[config.mk]
export PLATFORM = sky130hd
export DESIGN_NAME = pe_pass_ctrl
export DESIGN_NICKNAME = d
export VERILOG_FILES = /design/src/rtl/pe_ctrl_pkg.sv /design/src/rtl/pe_feed_skid.sv /design/src/rtl/pe_pass_ctrl.sv
export SDC_FILE = /design/constraint.sdc
export NUM_CORES = 1
export LEC_CHECK = 0
export CAP_MARGIN = 20
export CORE_ASPECT_RATIO = 1.25
export CORE_MARGIN = 2
export CORE_UTILIZATION = 44
export DETAILED_ROUTE_END_ITERATION = 10
export MAX_ROUTING_LAYER = met4
export PLACE_DENSITY = 0.69
export SETUP_SLACK_MARGIN = 0.5
export SYNTH_ARGS = -nofsm -noshare
export SYNTH_HDL_FRONTEND = slang
export SYNTH_SLANG_ARGS = --single-unit
export TNS_END_PERCENT = 5
[constraint.sdc]
create_clock -name clk -period 14.3 [get_ports clk]
set_clock_uncertainty 0.15 [all_clocks]
set_input_delay 3.575 -clock clk [delete_from_list [all_inputs] [get_ports clk]]
set_output_delay 3.575 -clock clk [all_outputs]
set_load 0.02 [all_outputs]
[src/rtl/pe_ctrl_pkg.sv]
// pe_ctrl_pkg: pass-controller state encoding, PE config-word field positions
// and the helper that packs the config word.
package pe_ctrl_pkg;
    typedef enum logic [2:0] {IDLE, CFG, FILTER, IFMAP, IPSUM, OPSUM, DONE} state_t;
    localparam int CFG_W        = 13;
    localparam int CFG_DW_BIT   = 12;
    localparam int CFG_RS_LSB   = 10;
    localparam int CFG_MODE_BIT = 9;
    localparam int CFG_P_LSB    = 7;
    localparam int CFG_F_LSB    = 2;
    localparam int CFG_Q_LSB    = 0;

    function automatic logic [CFG_W-1:0] pack_cfg(
        input logic       dw,
        input logic [1:0] rs_m1,
        input logic       mode,
        input logic [1:0] p_m1,
        input logic [4:0] f_last,
        input logic [1:0] q_m1
    );
        logic [CFG_W-1:0] c;
        c = '0;
        c[CFG_DW_BIT]      = dw;
        c[CFG_RS_LSB +: 2] = rs_m1;
        c[CFG_MODE_BIT]    = mode;
        c[CFG_P_LSB +: 2]  = p_m1;
        c[CFG_F_LSB +: 5]  = f_last;
        c[CFG_Q_LSB +: 2]  = q_m1;
        return c;
    endfunction
endpackage

[src/rtl/pe_feed_skid.sv]
// pe_feed_skid: 2-entry FIFO absorbing the one-cycle buffer read latency.
// room already counts the read in flight and the word leaving this cycle.
module pe_feed_skid #(
    parameter int W = 32
) (
    input  logic         clk,
    input  logic         rst_n,
    input  logic         push,
    input  logic         pop,
    input  logic         inflight,
    input  logic [W-1:0] din,
    output logic [W-1:0] head,
    output logic         full,
    output logic         empty,
    output logic         room
);
    logic [W-1:0] mem [2];
    logic         wp, rp;
    logic [1:0]   cnt;

    always_ff @(posedge clk or negedge rst_n) begin
        if (!rst_n) begin
            mem[0] <= '0;
            mem[1] <= '0;
            wp     <= 1'b0;
            rp     <= 1'b0;
            cnt    <= 2'd0;
        end else begin
            if (push) begin
                mem[wp] <= din;
                wp      <= ~wp;
            end
            if (pop) rp <= ~rp;
            cnt <= cnt + {1'b0, push} - {1'b0, pop};
        end
    end

    assign head  = mem[rp];
    assign full  = cnt == 2'd2;
    assign empty = cnt == 2'd0;
    assign room  = ({1'b0, cnt} + {2'b0, inflight}) < (3'd2 + {2'b0, pop});
endmodule

[src/rtl/pe_pass_ctrl.sv]
// pe_pass_ctrl: runs one PE pass - config pulse, filter/ifmap/ipsum feeds, opsum writeback.
// Defining PE_PASS_CTRL_PERF_EN adds the saturating stall_cnt output.
module pe_pass_ctrl
    import pe_ctrl_pkg::*;
#(
    parameter int DATA_BITS   = 32,
    parameter int CONFIG_SIZE = 13,
    parameter int ADDR_W      = 16
) (
    input  logic                   clk,
    input  logic                   rst_n,
    input  logic                   start,
    input  logic                   cfg_depthwise,
    input  logic [1:0]             cfg_rs_m1,
    input  logic [1:0]             cfg_p_m1,
    input  logic [1:0]             cfg_q_m1,
    input  logic [4:0]             cfg_F,
    input  logic                   cfg_mode,
    input  logic [ADDR_W-1:0]      filt_base,
    input  logic [ADDR_W-1:0]      ifmap_base,
    input  logic [ADDR_W-1:0]      ipsum_base,
    input  logic [ADDR_W-1:0]      opsum_base,
    output logic                   busy,
    output logic                   done,
    output logic                   rd_req,
    output logic [ADDR_W-1:0]      rd_addr,
    input  logic                   rd_gnt,
    input  logic [DATA_BITS-1:0]   rd_data,
    output logic                   wr_en,
    output logic [ADDR_W-1:0]      wr_addr,
    output logic [DATA_BITS-1:0]   wr_data,
    output logic                   pe_en,
    output logic [CONFIG_SIZE-1:0] pe_config,
    output logic [DATA_BITS-1:0]   filter,
    output logic [DATA_BITS-1:0]   ifmap,
    output logic [DATA_BITS-1:0]   ipsum,
    output logic                   filter_valid,
    output logic                   ifmap_valid,
    output logic                   ipsum_valid,
    input  logic                   filter_ready,
    input  logic                   ifmap_ready,
    input  logic                   ipsum_ready,
    input  logic [DATA_BITS-1:0]   opsum,
    input  logic                   opsum_valid,
    output logic                   opsum_ready
`ifdef PE_PASS_CTRL_PERF_EN
    ,
    output logic [31:0]            stall_cnt
`endif
);
    state_t              state, nxt;
    logic                dw, mode, inflight;
    logic [1:0]          rs_m1, p_m1, q_m1;
    logic [4:0]          f_last, col;
    logic [ADDR_W-1:0]   fb, ib, pb, ob, filt_idx, ifm_idx, ips_idx, ops_idx;
    logic [5:0]          iss, xfer, tgt, p6, rs6, ps6;
    logic                strm, s_valid, s_ready, pop, fire, room, full, empty;
    logic [DATA_BITS-1:0] head;

    assign p6      = {4'b0, p_m1} + 6'd1;
    assign rs6     = {4'b0, rs_m1} + 6'd1;
    assign ps6     = dw ? {4'b0, q_m1} + 6'd1 : p6;
    assign tgt     = state == FILTER ? p6 * rs6 :
                     state == IFMAP  ? (col == '0 ? rs6 : 6'd1) : ps6;
    assign strm    = state == FILTER || state == IFMAP || state == IPSUM;
    assign s_ready = state == FILTER ? filter_ready : state == IFMAP ? ifmap_ready : ipsum_ready;
    assign s_valid = strm && !empty;
    assign pop     = s_valid && s_ready;
    assign rd_req  = strm && iss != tgt && room && !full;
    assign fire    = rd_req && rd_gnt;
    assign rd_addr = !rd_req ? '0 :
                     state == FILTER ? fb + filt_idx :
                     state == IFMAP  ? ib + ifm_idx : pb + ips_idx;

    assign busy         = state != IDLE;
    assign done         = state == DONE;
    assign pe_en        = state == CFG;
    assign pe_config    = pe_en ? CONFIG_SIZE'(pack_cfg(dw, rs_m1, mode, p_m1, f_last, q_m1)) : '0;
    assign filter_valid = s_valid && state == FILTER;
    assign ifmap_valid  = s_valid && state == IFMAP;
    assign ipsum_valid  = s_valid && state == IPSUM;
    assign filter       = filter_valid ? head : '0;
    assign ifmap        = ifmap_valid ? head : '0;
    assign ipsum        = ipsum_valid ? head : '0;
    assign opsum_ready  = state == OPSUM && xfer != tgt;
    assign wr_en        = opsum_ready && opsum_valid;
    assign wr_addr      = wr_en ? ob + ops_idx : '0;
    assign wr_data      = wr_en ? opsum : '0;

    pe_feed_skid #(.W(DATA_BITS)) u_skid (
        .clk      (clk),
        .rst_n    (rst_n),
        .push     (inflight),
        .pop      (pop),
        .inflight (inflight),
        .din      (rd_data),
        .head     (head),
        .full     (full),
        .empty    (empty),
        .room     (room)
    );

    always_ff @(posedge clk or negedge rst_n) begin
        if (!rst_n) state <= IDLE;
        else state <= nxt;
    end

    always_comb begin
        nxt = state;
        case (state)
            IDLE:    nxt = start ? CFG : IDLE;
            CFG:     nxt = FILTER;
            FILTER:  nxt = xfer == tgt ? IFMAP : FILTER;
            IFMAP:   nxt = xfer == tgt ? IPSUM : IFMAP;
            IPSUM:   nxt = xfer == tgt ? OPSUM : IPSUM;
            OPSUM:   nxt = xfer != tgt ? OPSUM : col == f_last ? DONE : IFMAP;
            default: nxt = IDLE;
        endcase
    end

    // Stream indices run linearly over the whole pass; only the per-phase counts restart.
    always_ff @(posedge clk or negedge rst_n) begin
        if (!rst_n) begin
            {dw, rs_m1, mode, p_m1, f_last, q_m1} <= '0;
            {fb, ib, pb, ob} <= '0;
            {filt_idx, ifm_idx, ips_idx, ops_idx} <= '0;
            {iss, xfer} <= '0;
            col      <= '0;
            inflight <= 1'b0;
        end else begin
            inflight <= fire;
            if (state == IDLE && start) begin
                {dw, rs_m1, mode, p_m1, f_last, q_m1} <=
                    {cfg_depthwise, cfg_rs_m1, cfg_mode, cfg_p_m1, cfg_F, cfg_q_m1};
                {fb, ib, pb, ob} <= {filt_base, ifmap_base, ipsum_base, opsum_base};
                {filt_idx, ifm_idx, ips_idx, ops_idx} <= '0;
                col <= '0;
            end
            iss  <= nxt != state ? '0 : iss + 6'(fire);
            xfer <= nxt != state ? '0 : xfer + 6'(pop | wr_en);
            if (fire && state == FILTER) filt_idx <= filt_idx + ADDR_W'(1);
            if (fire && state == IFMAP) ifm_idx <= ifm_idx + ADDR_W'(1);
            if (fire && state == IPSUM) ips_idx <= ips_idx + ADDR_W'(1);
            if (wr_en) ops_idx <= ops_idx + ADDR_W'(1);
            if (state == OPSUM && nxt == IFMAP) col <= col + 5'd1;
        end
    end

`ifdef PE_PASS_CTRL_PERF_EN
    logic stall;
    assign stall = busy && ((rd_req && !rd_gnt) || (s_valid && !s_ready));

    always_ff @(posedge clk or negedge rst_n) begin
        if (!rst_n) stall_cnt <= '0;
        else if (state == IDLE && start) stall_cnt <= '0;
        else if (stall && ~&stall_cnt) stall_cnt <= stall_cnt + 32'd1;
    end
`endif
endmodule

==> results.md, run 1 <==
* WL/cell at 17.7 um
* Clock period minus worst slack at 10.36 ns
* Routed wl met3 at 2180 um
* Pwr/cell area at approximately 180 nW/um^2
* Reg2reg path depth at 19
* Post-synthesis instance total at 1710
* Core Area at 33500 sq um
* Initial antenna violation count at 1
* Final Hold Viols at 0
* Slew HR at between 20% and 30%
* Dpl cells at 2399
* TritonCTS clock tree: yes
* Switching part of the total at 43.6%
* Ys async rst share at 100%
* Vias at 13600
* EDFF count, synth at 0
* Terminus of the critical flop-to-flop path: xfer[4]$_DFF_PN0_
* Total power at between 3 and 4 mW
* Vias in the first global route at 13400
* Delay-heaviest family, CP: buffers and inverters
* Non-filler cells, final at 2450
* Setup TNS at 0 ns
* Most used DFF post-synth: dfrtp_1
* Top routing layer in use: met4
* Required @ worst endpoint at 10.57 ns
* IO buf count at 330
* Status: complete, no violations
* CP Class: input pin to primary output
* Post-DP HPWL at 31600 um
* WHS Path Cells at 2
* Setup WS post-layout at 3.94 ns
* Max IR drop VDD at 0.107 mV
* Maxcap violations at 0
* Pre-antenna DRT Iters at 7
* Slowest CP cell: clkdlybuf4s50_1
* Vias/cell at approximately 5.6
* Syn avg cell area at 8.71 sq um
* Sink Count at 230
* Most common cell on crit path: clkdlybuf4s50_1
* Largest net degree at the start of global routing at 111
* Boundary Pins at 331
* # hold bufs at CTS at 0
* Net switching power at about 1.6 mW
* Layout cells sized above 1 at 8.29%
* Arrival time worst endpoint at 6.64 ns
* Worst R2R Setup Slack at approximately 8.5 ns
* Final wirelength at between 40000 and 50000 um
* CTS clock-pin slew for the worst setup and hold paths at 0.05 ns
* Post-DRT Antenna Nets at 0
* Clock latency on the worst-skew pair at ~0.54 ns
* RSZ-0062 raised after global routing: no
* Die area at 35300 sq um
* Wire length on met1 at 18100 um
* CP cell instances: clkdlybuf4s50_1 -> nand4bb_1 -> o21ai_0 -> o41ai_1 -> and3_1 -> o31ai_2 -> or4_1 -> a221oi_1 -> clkdlybuf4s50_1
* TritonCTS Buffers at 26
* LEAKAGE at ~9 nW
* Area delta synth->final at 30.6%
* FP Rows at between 70 and 80
* Final setup fails at 0
* Largest stage delay, worst path at ~0.69 ns
* Root Driver: clkbuf_16
* Internal power at 2.00 mW
* Worst-Margin Slew at approximately 1.1 ns
* # fillers at 3017
* Die height at 210 um
* DR WL met2 at 21600 um
* Worst slack, placed at 3.84 ns
* First-pass GRT wire length at 69500 um
* Final slew viol count at 0
* Net Count, Synth at a little under 2000
* Hold Crit Start: fb[9]$_DFFE_PN0P_
* Synthesized area at 14900 sq um
* Fin nets at between 2000 and 2500
* Clock Power Share at 18.6%
* Clock buffer depth at 3
* Crit Reg-Reg Startpoint: rs_m1[0]$_DFFE_PN0P_
* Gr ovfl total at 0
* Combinational share of power at 51.6%
* Yosys warning count at 0
* Buf/Inv on CP at 2
* Final Cell Area at 19400 sq um
* Global Route Usage Sum at 24.9%
* Worst Hold Endpoint: fb[9]$_DFFE_PN0P_
* Crit path capture type: primary output
* DRC at 0
* Post-synth cell types at 68
* Part of the power in registers at 29.8%
* Worst Hold Class: flop to flop
* Die Width at between 150 and 200 um
* Leading cell type in the layout, fill and taps excluded: nand2_1
* # H-tree levels at 1
* Worst setup SP type: input pin
* Drt initial violations at 773
* Placed inst area at 18600 sq um
* Period utilization at 72.5%
* Resize count post-CTS at 0
* Commonest non-fill, non-tap cells in the layout: nand2_1 (337), clkdlybuf4s50_1 (329), dfrtp_1 (229)
* Post-synthesis sequential area ratio at about 39%
* Post-CTS Setup Repair Bufs at 0
* #FFs+latches synth at 230
* F_max at 96.5 MHz
* Routability cong. at 0.927
* Starting Density at 44.4%
* CP Max Fanout at 2
==> metal layers <==
metal	vias up	GRT usage, %
met5	-	-
met4	0	8.29
met3	71	2.94
met2	407	42.9
met1	6544	30.5
li1	6616	-
==> stage by stage <==
stage / utilization (%) / hold WS (ns)
2_1_floorplan: - / 0.287
3_3_place_gp: 55.4 / 0.304
3_5_place_dp: 55.4 / 0.319
4_1_cts: 57.9 / 0.337
5_1_grt: 58.0 / 0.350
6_report: 58.0 / 0.329
==> logic make-up (layout without fill, tap and decap cells) <==
kind of cell	count (synthesis)	count (layout)	synth area share, %
compound gates	259	259	12.7
xor+xnor	76	76	4.57
fa+ha+maj	88	88	7.70
buf+inv	116	432	3.02
flops	230	230	38.7
mux	117	117	8.45
other cells	0	1	0
simple gates	824	824	24.9
==> worst min-delay path: cells and delay by family (launching register included) <==
family	cells	cell delay [ns]
DFF	1	0.34
and+or+nand+nor	2	0.10
==> final cells by class <==
type	instances	area [sq um]	area share, %
Sequential cell	230	5760	29.6
Clock inverter	14	114	0.586
Inverter	34	128	0.656
Antenna cell	1	2.50	0.0129
Tap cell	423	529	2.72
Clock buffer	33	728	3.75
Multi-Input combinational cell	1364	8710	44.8
Timing Repair Buffer	351	3470	17.9
==> cells in the mapped netlist (13+ instances only) <==
master    count  area, sq um
nand2_1     337         1260
dfrtp_1     230         5760
nor4_1       15         93.8
mux2_2       70          788
a21oi_1      38          190
xor2_1       39          342
inv_1        32          120
nor2b_1      17          106
and3_1       57          357
mux2i_1      47          470
a21o_1       16          120
nand3_1      47          235
o21ai_0      44          220
a221o_1      36          360
a211oi_1     18          135
xnor2_1      36          315
clkbuf_1     65          244
nor3_1       59          295
nor2_1      209          785
ha_1         82         1030
o211ai_1     14          105
a31oi_1      16          100
and2_1       27          169
o21a_1       13         97.6
==> how the worst max path moves through the flow <==
stage                startpoint          end  slack, ns  cells past startpoint
finish              ifmap_ready  rd_addr[15]       3.94                      9
global route        ifmap_ready  rd_addr[15]       3.83                      9
CTS                 ifmap_ready  rd_addr[15]       3.80                      9
detailed placement  ifmap_ready  rd_addr[15]       3.84                      9
global placement    ifmap_ready  rd_addr[15]       3.85                      9
floorplan           ifmap_ready  rd_addr[15]       5.03                      7
==> state kept, by name (all words and copies together), names as in the netlist, 5 cells and up <==
register    cells
ips_idx        16
pb             16
u_skid.mem     64
ifm_idx        16
col             5
fb             16
xfer            6
filt_idx       16
f_last          5
ib             16
ops_idx        16
iss             6
ob             16
==> power by group through the flow <==
| stage | Sequential (mW) | Combinational [mW] | Clock (mW) |
|---|---|---|---|
| 6_report | 1.06 | 1.84 | 0.661 |
| 5_1_grt | 1.09 | 2.00 | 0.705 |
| 4_1_cts | 1.06 | 1.84 | 0.678 |
| 3_5_place_dp | 1.07 | 1.83 | 0 |
| 3_3_place_gp | 1.06 | 1.79 | 0 |
| 2_1_floorplan | 0.981 | 1.23 | 0 |
Power figures use the tool's default switching activity.
==> run 2, diff against run 1 <==
--- a/config.mk
+++ b/config.mk
@@ -11,7 +11,7 @@
 export CORE_UTILIZATION = 44
 export DETAILED_ROUTE_END_ITERATION = 10
 export MAX_ROUTING_LAYER = met4
-export PLACE_DENSITY = 0.69
+export PLACE_DENSITY = 0.72
 export SETUP_SLACK_MARGIN = 0.5
 export SYNTH_ARGS = -nofsm -noshare
 export SYNTH_HDL_FRONTEND = slang
==> constraint.sdc (replaced) <==
create_clock -name clk -period 9.45 [get_ports clk]
set_clock_uncertainty 0.15 [all_clocks]
set_input_delay 2.3625 -clock clk [delete_from_list [all_inputs] [get_ports clk]]
set_output_delay 2.3625 -clock clk [all_outputs]
set_load 0.02 [all_outputs]
==> results.md, run 2 (synthesized netlist as in run 1, its figures left out) <==
* Most Used Layer, Global Route: met2
* Vias/cell at 5.61
* Vias in the first global route at 13600
* # H-tree levels at 1
* CTS clock-pin slew for the worst setup and hold paths at 0.06 ns
* Initial antenna violation count at 0
* Grt met1 use at 30.7%
* RSZ-0062 raised after global routing: no
* Gr ovfl total at 0
* F_max at 121 MHz
* DRC at 0
* CP Class: flop to primary output
* Boundary Pins at 331
* Crit path capture type: primary output
* Sink Count at 230
* Die area at 35300 sq um
* CP Max Fanout at 49
* Root Driver: clkbuf_16
* Clock period minus worst slack at ~8 ns
* Combinational share of power at between 50% and 60%
* Largest net degree at the start of global routing at 89
* Global Route met2 Usage at between 40% and 50%
* Global Route Usage Sum at 25.2%
* Area delta synth->final at 30.4%
* Grt met3 use at 3.32%
* Net switching power at 2.32 mW
* Routability cong. at 0.908
* Layout cells sized above 1 at 8.19%
* Number of diodes at 0
* Worst-Margin Slew at 1.06 ns
* Slew HR at roughly 30%
* Period utilization at 87.2%
* Core Area at 33500 sq um
* First-pass GRT wire length at 70300 um
* Pre-antenna DRT Iters at 5
* Worst setup SP type: flop
* LEAKAGE at just under 9 nW
* Max reg flops at between 60 and 70
* Vias at 13800
* Final wirelength at 43500 um
* Required @ worst endpoint at 6.94 ns
* Final Hold Viols at 0
* Arrival time worst endpoint at 5.73 ns
* Post-DRT Antenna Nets at 0
* Starting Density at 44.4%
* IO buf count at 330
* Placed inst area at 18600 sq um
* Drt initial violations at 854
* Switching part of the total at 43.5%
* Clock latency on the worst-skew pair at 0.54 ns
* Final Cell Area at 19400 sq um
* FP Rows at 75
* Fin nets at 2247
* Setup TNS at 0 ns
* TritonCTS clock tree: yes
* WL/cell at around 18 um
* Commonest non-fill, non-tap cells in the layout: nand2_1 (336), clkdlybuf4s50_1 (329), dfrtp_1 (229)
* Most flops, register: u_skid.mem
* Die Width at 169 um
* Die height at 210 um
* Max IR drop VDD at roughly 0.21 mV
* Maxcap violations at 0
* Internal power at 3.01 mW
* Pwr/cell area at 275 nW/um^2
* Clock buffer depth at 3
* Leading cell type in the layout, fill and taps excluded: nand2_1
* Worst Hold Class: flop to flop
* Post-CTS Setup Repair Bufs at 0
* Post-DP HPWL at 31800 um
* Final slew viol count at 0
* Status: complete, no violations
* TritonCTS Buffers at 25
* Part of the power in registers at 30.0%
* Final setup fails at 0
* Clock Power Share at 17.9%
run 2: cell count changes in the layout (fill, tap and decap cells not counted), moves of 2 or more:
| cell | change |
|---|---|
| buf_4 | +5 |
| clkbuf_1 | +4 |
| buf_6 | -2 |
| clkbuf_16 | -2 |
| clkinv_2 | -3 |
run 2: power groups by stage:
stage	sequential [mW]	clock (mW)	combinational (mW)
floorplan	1.48	0	1.86
global placement	1.60	0	2.72
detailed placement	1.62	0	2.76
CTS	1.60	0.978	2.78
global route	1.64	1.02	3.05
finish	1.60	0.953	2.78
run 2: final timing paths:
kind                                 startpoint  slack [ns]                end  cells past startpoint
hold reg to reg                mode$_DFFE_PN0P_        0.33   mode$_DFFE_PN0P_                      2
max in group asynchronous                 rst_n        6.09     dw$_DFFE_PN0P_                      2
setup / recovery           rs_m1[0]$_DFFE_PN0P_        1.21              wr_en                     15
min in group asynchronous                 rst_n        1.62  ib[3]$_DFFE_PN0P_                      1
hold / removal                 mode$_DFFE_PN0P_        0.33   mode$_DFFE_PN0P_                      2
setup reg to reg           rs_m1[0]$_DFFE_PN0P_        3.94  xfer[4]$_DFF_PN0_                     19
run 2: area by class of cell:
| cell class | count | area, sq um |
|---|---|---|
| Tap cell | 423 | 529 |
| Inverter | 34 | 128 |
| Clock inverter | 8 | 71.3 |
| Multi-Input combinational cell | 1364 | 8710 |
| Fill cell | 2942 | 14100 |
| Timing Repair Buffer | 355 | 3510 |
| Sequential cell | 230 | 5760 |
| Clock buffer | 36 | 707 |
run 2: timing repair:
item,in CTS,in global routing
setup endpoints to repair,0,1
gates resized for setup,0,1
hold buffers,0,0
run 2: metrics by stage:
stage / utilization, % / worst slack, ns / total power, mW / cells / hold WS (ns)
global placement: 55.5 / 1.43 / 4.32 / 2401 / 0.304
global route: 58.0 / 0.732 / 5.71 / 2450 / 0.358
CTS: 57.8 / 0.893 / 5.36 / 2446 / 0.326
detailed placement: 55.5 / 1.39 / 4.38 / 2402 / 0.311
floorplan: - / 2.60 / 3.35 / 1710 / 0.287
finish: 58.0 / 1.21 / 5.33 / 2450 / 0.326
run 2: routing by layer:
layer,vias to the layer above,routed length (um)
li1,6612,-
met1,6645,18100
met2,422,21800
met3,76,2350
met4,0,1280
met5,-,0
run 2: critical path: stages, from the launching register on:
cell and delay, ns:
dfrtp_1 0.43, ha_1 0.35, and2_1 0.18, fa_1 0.46, ha_1 0.24, fa_1 0.42, xor3_1 0.38, o2bb2ai_1 0.15
a22o_1 0.17, o221ai_1 0.14, o31ai_1 0.60, inv_1 0.09, buf_4 0.28, nand2_2 0.43, inv_1 0.22, clkdlybuf4s50_1 0.62
